--- src/rtl/mux8_arb_pkg.sv ---
// Shared sizes and state encoding for the eight-way round-robin mux arbiter.
package mux8_arb_pkg;
  localparam int N_REQ  = 8;
  localparam int SEL_W  = 3;
  localparam int HOLD_W = 8;

  typedef enum logic {
    IDLE  = 1'b0,
    GRANT = 1'b1
  } arb_state_t;
endpackage

--- src/rtl/rr_pick.sv ---
// Rotating priority encoder: first set request at or after ptr, wrapping 7->0.
module rr_pick
  import mux8_arb_pkg::*;
(
  input  logic [N_REQ-1:0] req,
  input  logic [SEL_W-1:0] ptr,
  output logic             any,
  output logic [SEL_W-1:0] idx
);

  logic [2*N_REQ-1:0] dbl;
  logic [N_REQ-1:0]   rot;
  logic [SEL_W-1:0]   enc;

  always_comb begin
    dbl = {req, req};
    rot = dbl[ptr +: N_REQ];
    enc = '0;
    // Scan downward so the lowest set bit of the rotated vector wins.
    for (int k = N_REQ - 1; k >= 0; k--) begin
      if (rot[k]) enc = SEL_W'(k);
    end
    any = |req;
    idx = enc + ptr;
  end

endmodule

--- src/rtl/mux8_rr_arbiter.sv ---
// Round-robin arbiter driving the select pins of an 8:1 mux, with a hold limit
// per tenure and one dead cycle between tenures.
module mux8_rr_arbiter
  import mux8_arb_pkg::*;
#(
  parameter int MAX_HOLD = 15
) (
  input  logic             clk,
  input  logic             rst,
  input  logic [N_REQ-1:0] req,
  output logic [N_REQ-1:0] grant,
  output logic [SEL_W-1:0] sel,
  output logic             valid,
  output logic             timeout
);

  localparam logic [HOLD_W-1:0] HOLD_LIMIT = HOLD_W'(MAX_HOLD);

  arb_state_t        state_q, state_d;
  logic [SEL_W-1:0]  ptr_q, ptr_d;
  logic [HOLD_W-1:0] hold_q, hold_d;
  logic [N_REQ-1:0]  grant_q, grant_d;
  logic [SEL_W-1:0]  sel_q, sel_d;
  logic              timeout_q, timeout_d;

  logic              pick_any;
  logic [SEL_W-1:0]  pick_idx;

  rr_pick u_pick (
    .req (req),
    .ptr (ptr_q),
    .any (pick_any),
    .idx (pick_idx)
  );

  always_comb begin
    state_d   = state_q;
    ptr_d     = ptr_q;
    hold_d    = hold_q;
    grant_d   = grant_q;
    sel_d     = sel_q;
    timeout_d = 1'b0;
    case (state_q)
      IDLE: begin
        if (pick_any) begin
          state_d = GRANT;
          sel_d   = pick_idx;
          grant_d = N_REQ'(1) << pick_idx;
          hold_d  = HOLD_W'(1);
        end
      end
      GRANT: begin
        // Voluntary release outranks hold expiry, so no timeout on a collision.
        if (!req[sel_q] || (hold_q == HOLD_LIMIT)) begin
          state_d   = IDLE;
          grant_d   = '0;
          ptr_d     = sel_q + SEL_W'(1);
          hold_d    = '0;
          timeout_d = req[sel_q];
        end else begin
          hold_d = hold_q + HOLD_W'(1);
        end
      end
      default: state_d = IDLE;
    endcase
  end

  always_ff @(posedge clk) begin
    if (rst) begin
      state_q   <= IDLE;
      ptr_q     <= '0;
      hold_q    <= '0;
      grant_q   <= '0;
      sel_q     <= '0;
      timeout_q <= 1'b0;
    end else begin
      state_q   <= state_d;
      ptr_q     <= ptr_d;
      hold_q    <= hold_d;
      grant_q   <= grant_d;
      sel_q     <= sel_d;
      timeout_q <= timeout_d;
    end
  end

  assign grant   = grant_q;
  assign sel     = sel_q;
  assign valid   = |grant_q;
  assign timeout = timeout_q;

endmodule
--- config.mk ---
export PLATFORM = sky130hd
export DESIGN_NAME = mux8_rr_arbiter
export DESIGN_NICKNAME = d
export VERILOG_FILES = /design/src/rtl/mux8_arb_pkg.sv /design/src/rtl/rr_pick.sv /design/src/rtl/mux8_rr_arbiter.sv
export SDC_FILE = /design/constraint.sdc
export NUM_CORES = 1
export LEC_CHECK = 0
export CELL_PAD_IN_SITES_DETAIL_PLACEMENT = 0
export CELL_PAD_IN_SITES_GLOBAL_PLACEMENT = 1
export CORE_MARGIN = 2
export CORE_UTILIZATION = 40
export CTS_CLUSTER_SIZE = 14
export DETAILED_ROUTE_END_ITERATION = 10
export GPL_TIMING_DRIVEN = 0
export PLACE_DENSITY_LB_ADDON = 0.12
export SLEW_MARGIN = 10
export SYNTH_ARGS = -nofsm -noshare
export SYNTH_HDL_FRONTEND = slang
export SYNTH_HIERARCHICAL = 1
export SYNTH_SLANG_ARGS = --single-unit
--- constraint.sdc ---
create_clock -name clk -period 7.7 [get_ports clk]
set_input_delay 1.155 -clock clk [delete_from_list [all_inputs] [get_ports clk]]
set_output_delay 1.155 -clock clk [all_outputs]
set_load 0.01 [all_outputs]
==> key figures <==
Worst hold path
  – Hold WC Path Type: flop to flop

Synthesis
  – Post-synthesis sequential area ratio: 0.2943
  – Post-synth EDFFs: 0
  – Mean Syn Cell Area: between 9 and 10 sq um
  – Yosys cell types: 49
  – Syn Inst Count: 170
  – Asr flop ratio synth: 0
  – Number of synthesized register bits: 24
  – Syn. warnings: 6
  – Synth Cell Area: roughly 1600 sq um
  – Post-synthesis net count: 184
  – Predominant post-synthesis flop cell: dfxtp_1

Layout
  – Commonest non-fill, non-tap cell in the layout: dfxtp_1
  – Fin area: approximately 2000 sq um
  – Share of cells above drive strength 1: 0.09694
  – Fin nets: 211
  – Antenna diodes: 0
  – Commonest cells after routing, fill and taps aside: 24 x dfxtp_1, 22 x clkdlybuf4s50_1, 17 x nand2_1, 14 x mux2i_1, 13 x nor2_1
  – Area growth, synth to finish: 20.69%

Die
  – Full die area: ~4600 sq um
  – DIE WIDTH: around 68 um
  – Ports: 23
  – Rows: 23
  – Core Box Area: ~4000 sq um
  – Die Y: ~68 um
  – Initial core utilization: 0.4112

Timing
  – Setup slack after layout: 2.940 ns
  – Final Skew: approximately 0.0036 ns
  – Fin Setup TNS: 0 ns
  – Final Critical Period: roughly 4.8 ns
  – Highest Clock Rate: roughly 210 MHz
  – RSZ-0062 raised after global routing: no
  – Fin. Hold Viols: 0
  – Hold Slack: approximately 0.48 ns
  – Fin. max-slew vios: 0
  – Endpoints failing setup: 0
  – Max-slew headroom: 0.6633
  – Worst slew pin tran: 0.5012 ns
  – Period utilisation layout: 0.6182

Critical path
  – Startpoint Class: input pin
  – CP arrival: 4.97 ns
  – Critical path capture point type: flop
  – Worst Path Required: approximately 7.9 ns
  – Crit path max fanout: 7
  – Critical path class: input pin to flop

Detailed routing
  – DRT Wirelength: 3.601 mm
  – Initial DRC count: 70
  – Residual DRC count: 0
  – Vias: between 1000 and 1500
  – Antenna-violating nets left: 0
  – Wire per inst: roughly 15 um
  – Vias per cell: around 5.6
  – First-pass DRT Iterations: 4

Clock tree
  – Postcts setup bufs: 0
  – Post-CTS resize count: 0
  – Cts bufs inserted: 3
  – Clock Tree Root: clkbuf_8
  – Max Root-Sink Buffers: 2
  – Clock-pin transition on the worst setup and hold timing paths: around 0.080 ns
  – Hold-fix buffers at CTS: 0
  – Clk sinks: 24
  – Worst-Skew Late Latency: about 0.26 ns
  – CTS H-Tree Depth: 1
  – TritonCTS clock tree: yes

GRT
  – All-Layer GR Usage: 0.1762
  – Grt total ovfl: 0
  – Via count of the first global-routing pass: roughly 1300
  – Global-route wire length before repair: 6.085 mm
  – Initial antenna violation count: 0
  – Largest net degree at the start of global routing: 14

Power and ir drop
  – Peak supply drop: around 0.0001 V
  – Lkg Pwr: approximately 0.77 nW
  – Pwr dens: around 200 nW/um^2

Placed design
  – HPWL Detailed: between 2 and 3 mm
  – Pre-CTS setup slack: between 2 and 3 ns
  – I/O Buffers: 22
  – Final Wtd Congestion: 0.7468
  – Post-Place Cell Area: around 1900 sq um

Status
  – Status: completed

Job
  – Max-cap viol count: 0
## worst max-delay path, stage by stage
cell             delay, ns
clkdlybuf4s50_1       0.54
mux4_1                0.56
mux2i_1               0.25
o311ai_0              0.20
a21bo_2               0.25
a31oi_1               0.21
ha_1                  0.18
inv_1                 0.04
fa_1                  0.38
xnor2_1               0.15
xnor2_1               0.33
nor3b_1               0.48
a32o_1                0.23
## flip-flops by register name, indices dropped and copies added (netlist names)
name,cells
timeout,1
hold_q,8
sel,3
ptr_q,3
state_q,1
grant,8
## stage by stage
step	total power, W	util	cells
floorplan	0.0002516	-	170
global placement	0.0002999	0.4824	242
detailed placement	0.0003030	0.4824	242
CTS	0.0003886	0.4962	246
global route	0.0004097	0.4962	246
finish	0.0003842	0.4962	246
## cell type report
class | count | area [sq um]
buffer | 6 | 37.54
clock buffer | 4 | 55.05
fill | 375 | 2001
inverter | 6 | 22.52
multi-input combinational | 134 | 1092
sequential | 24 | 480.5
tap | 50 | 62.56
timing repair buffer | 22 | 220.2
## cell usage after synthesis (2+ instances only)
cell	number	share of area
dfxtp_1	24	0.29
nand2_1	17	0.039
mux2i_1	14	0.086
nor2_1	13	0.030
a22o_1	10	0.054
mux4_1	7	0.11
inv_1	6	0.014
and2_1	5	0.019
nor3_1	5	0.015
nor4_1	5	0.019
a21oi_1	4	0.012
nor2b_1	4	0.015
buf_2	3	0.0092
ha_1	3	0.023
mux2_2	3	0.021
nor3b_1	3	0.014
or3_1	3	0.011
a21o_1	2	0.0092
a32o_1	2	0.012
nand3_1	2	0.0061
o211ai_1	2	0.0092
o21a_1	2	0.0092
o21ai_0	2	0.0061
o21ai_1	2	0.0061
xnor2_1	2	0.011
xor2_1	2	0.011
## metal layers
layer,part of all wire,GRT usage,routed length [um],vias up
li1,-,-,-,699
met4,0,0.03000,0,0
met2,0.45,0.2745,1631,28
met3,0.036,0.03454,128,0
met1,0.51,0.2569,1842,652
met5,0,0,0,-
## logic make-up after synthesis
logic type	count (synthesis)	share of synthesized area
mux	25	0.2283
simple gates	64	0.2038
buf+inv	12	0.03678
flops	24	0.2943
xor+xnor	4	0.02146
fa+ha+maj	4	0.03525
compound gates	37	0.1801
## final timing paths
check	depth (start not counted)	endpoint	start	slack, ns
worst max-delay path	13	grant[7]	req[6]	2.94
worst min-delay path	2	hold_q[7]	hold_q[7]	0.48
worst max register to register	13	grant[7]	ptr_q[0]	3.81
worst min register to register	2	hold_q[7]	hold_q[7]	0.48
## power by group
| part | total, W | switching [W] | internal (W) | leakage (nW) |
|---|---|---|---|---|
| logic | 0.000154 | 0.0000751 | 0.0000790 | 0.546 |
| clock network | 0.0000845 | 0.0000389 | 0.0000456 | 0.0288 |
| registers | 0.000146 | 0.0000108 | 0.000135 | 0.195 |
No activity file was read; power rests on OpenSTA's default activity.
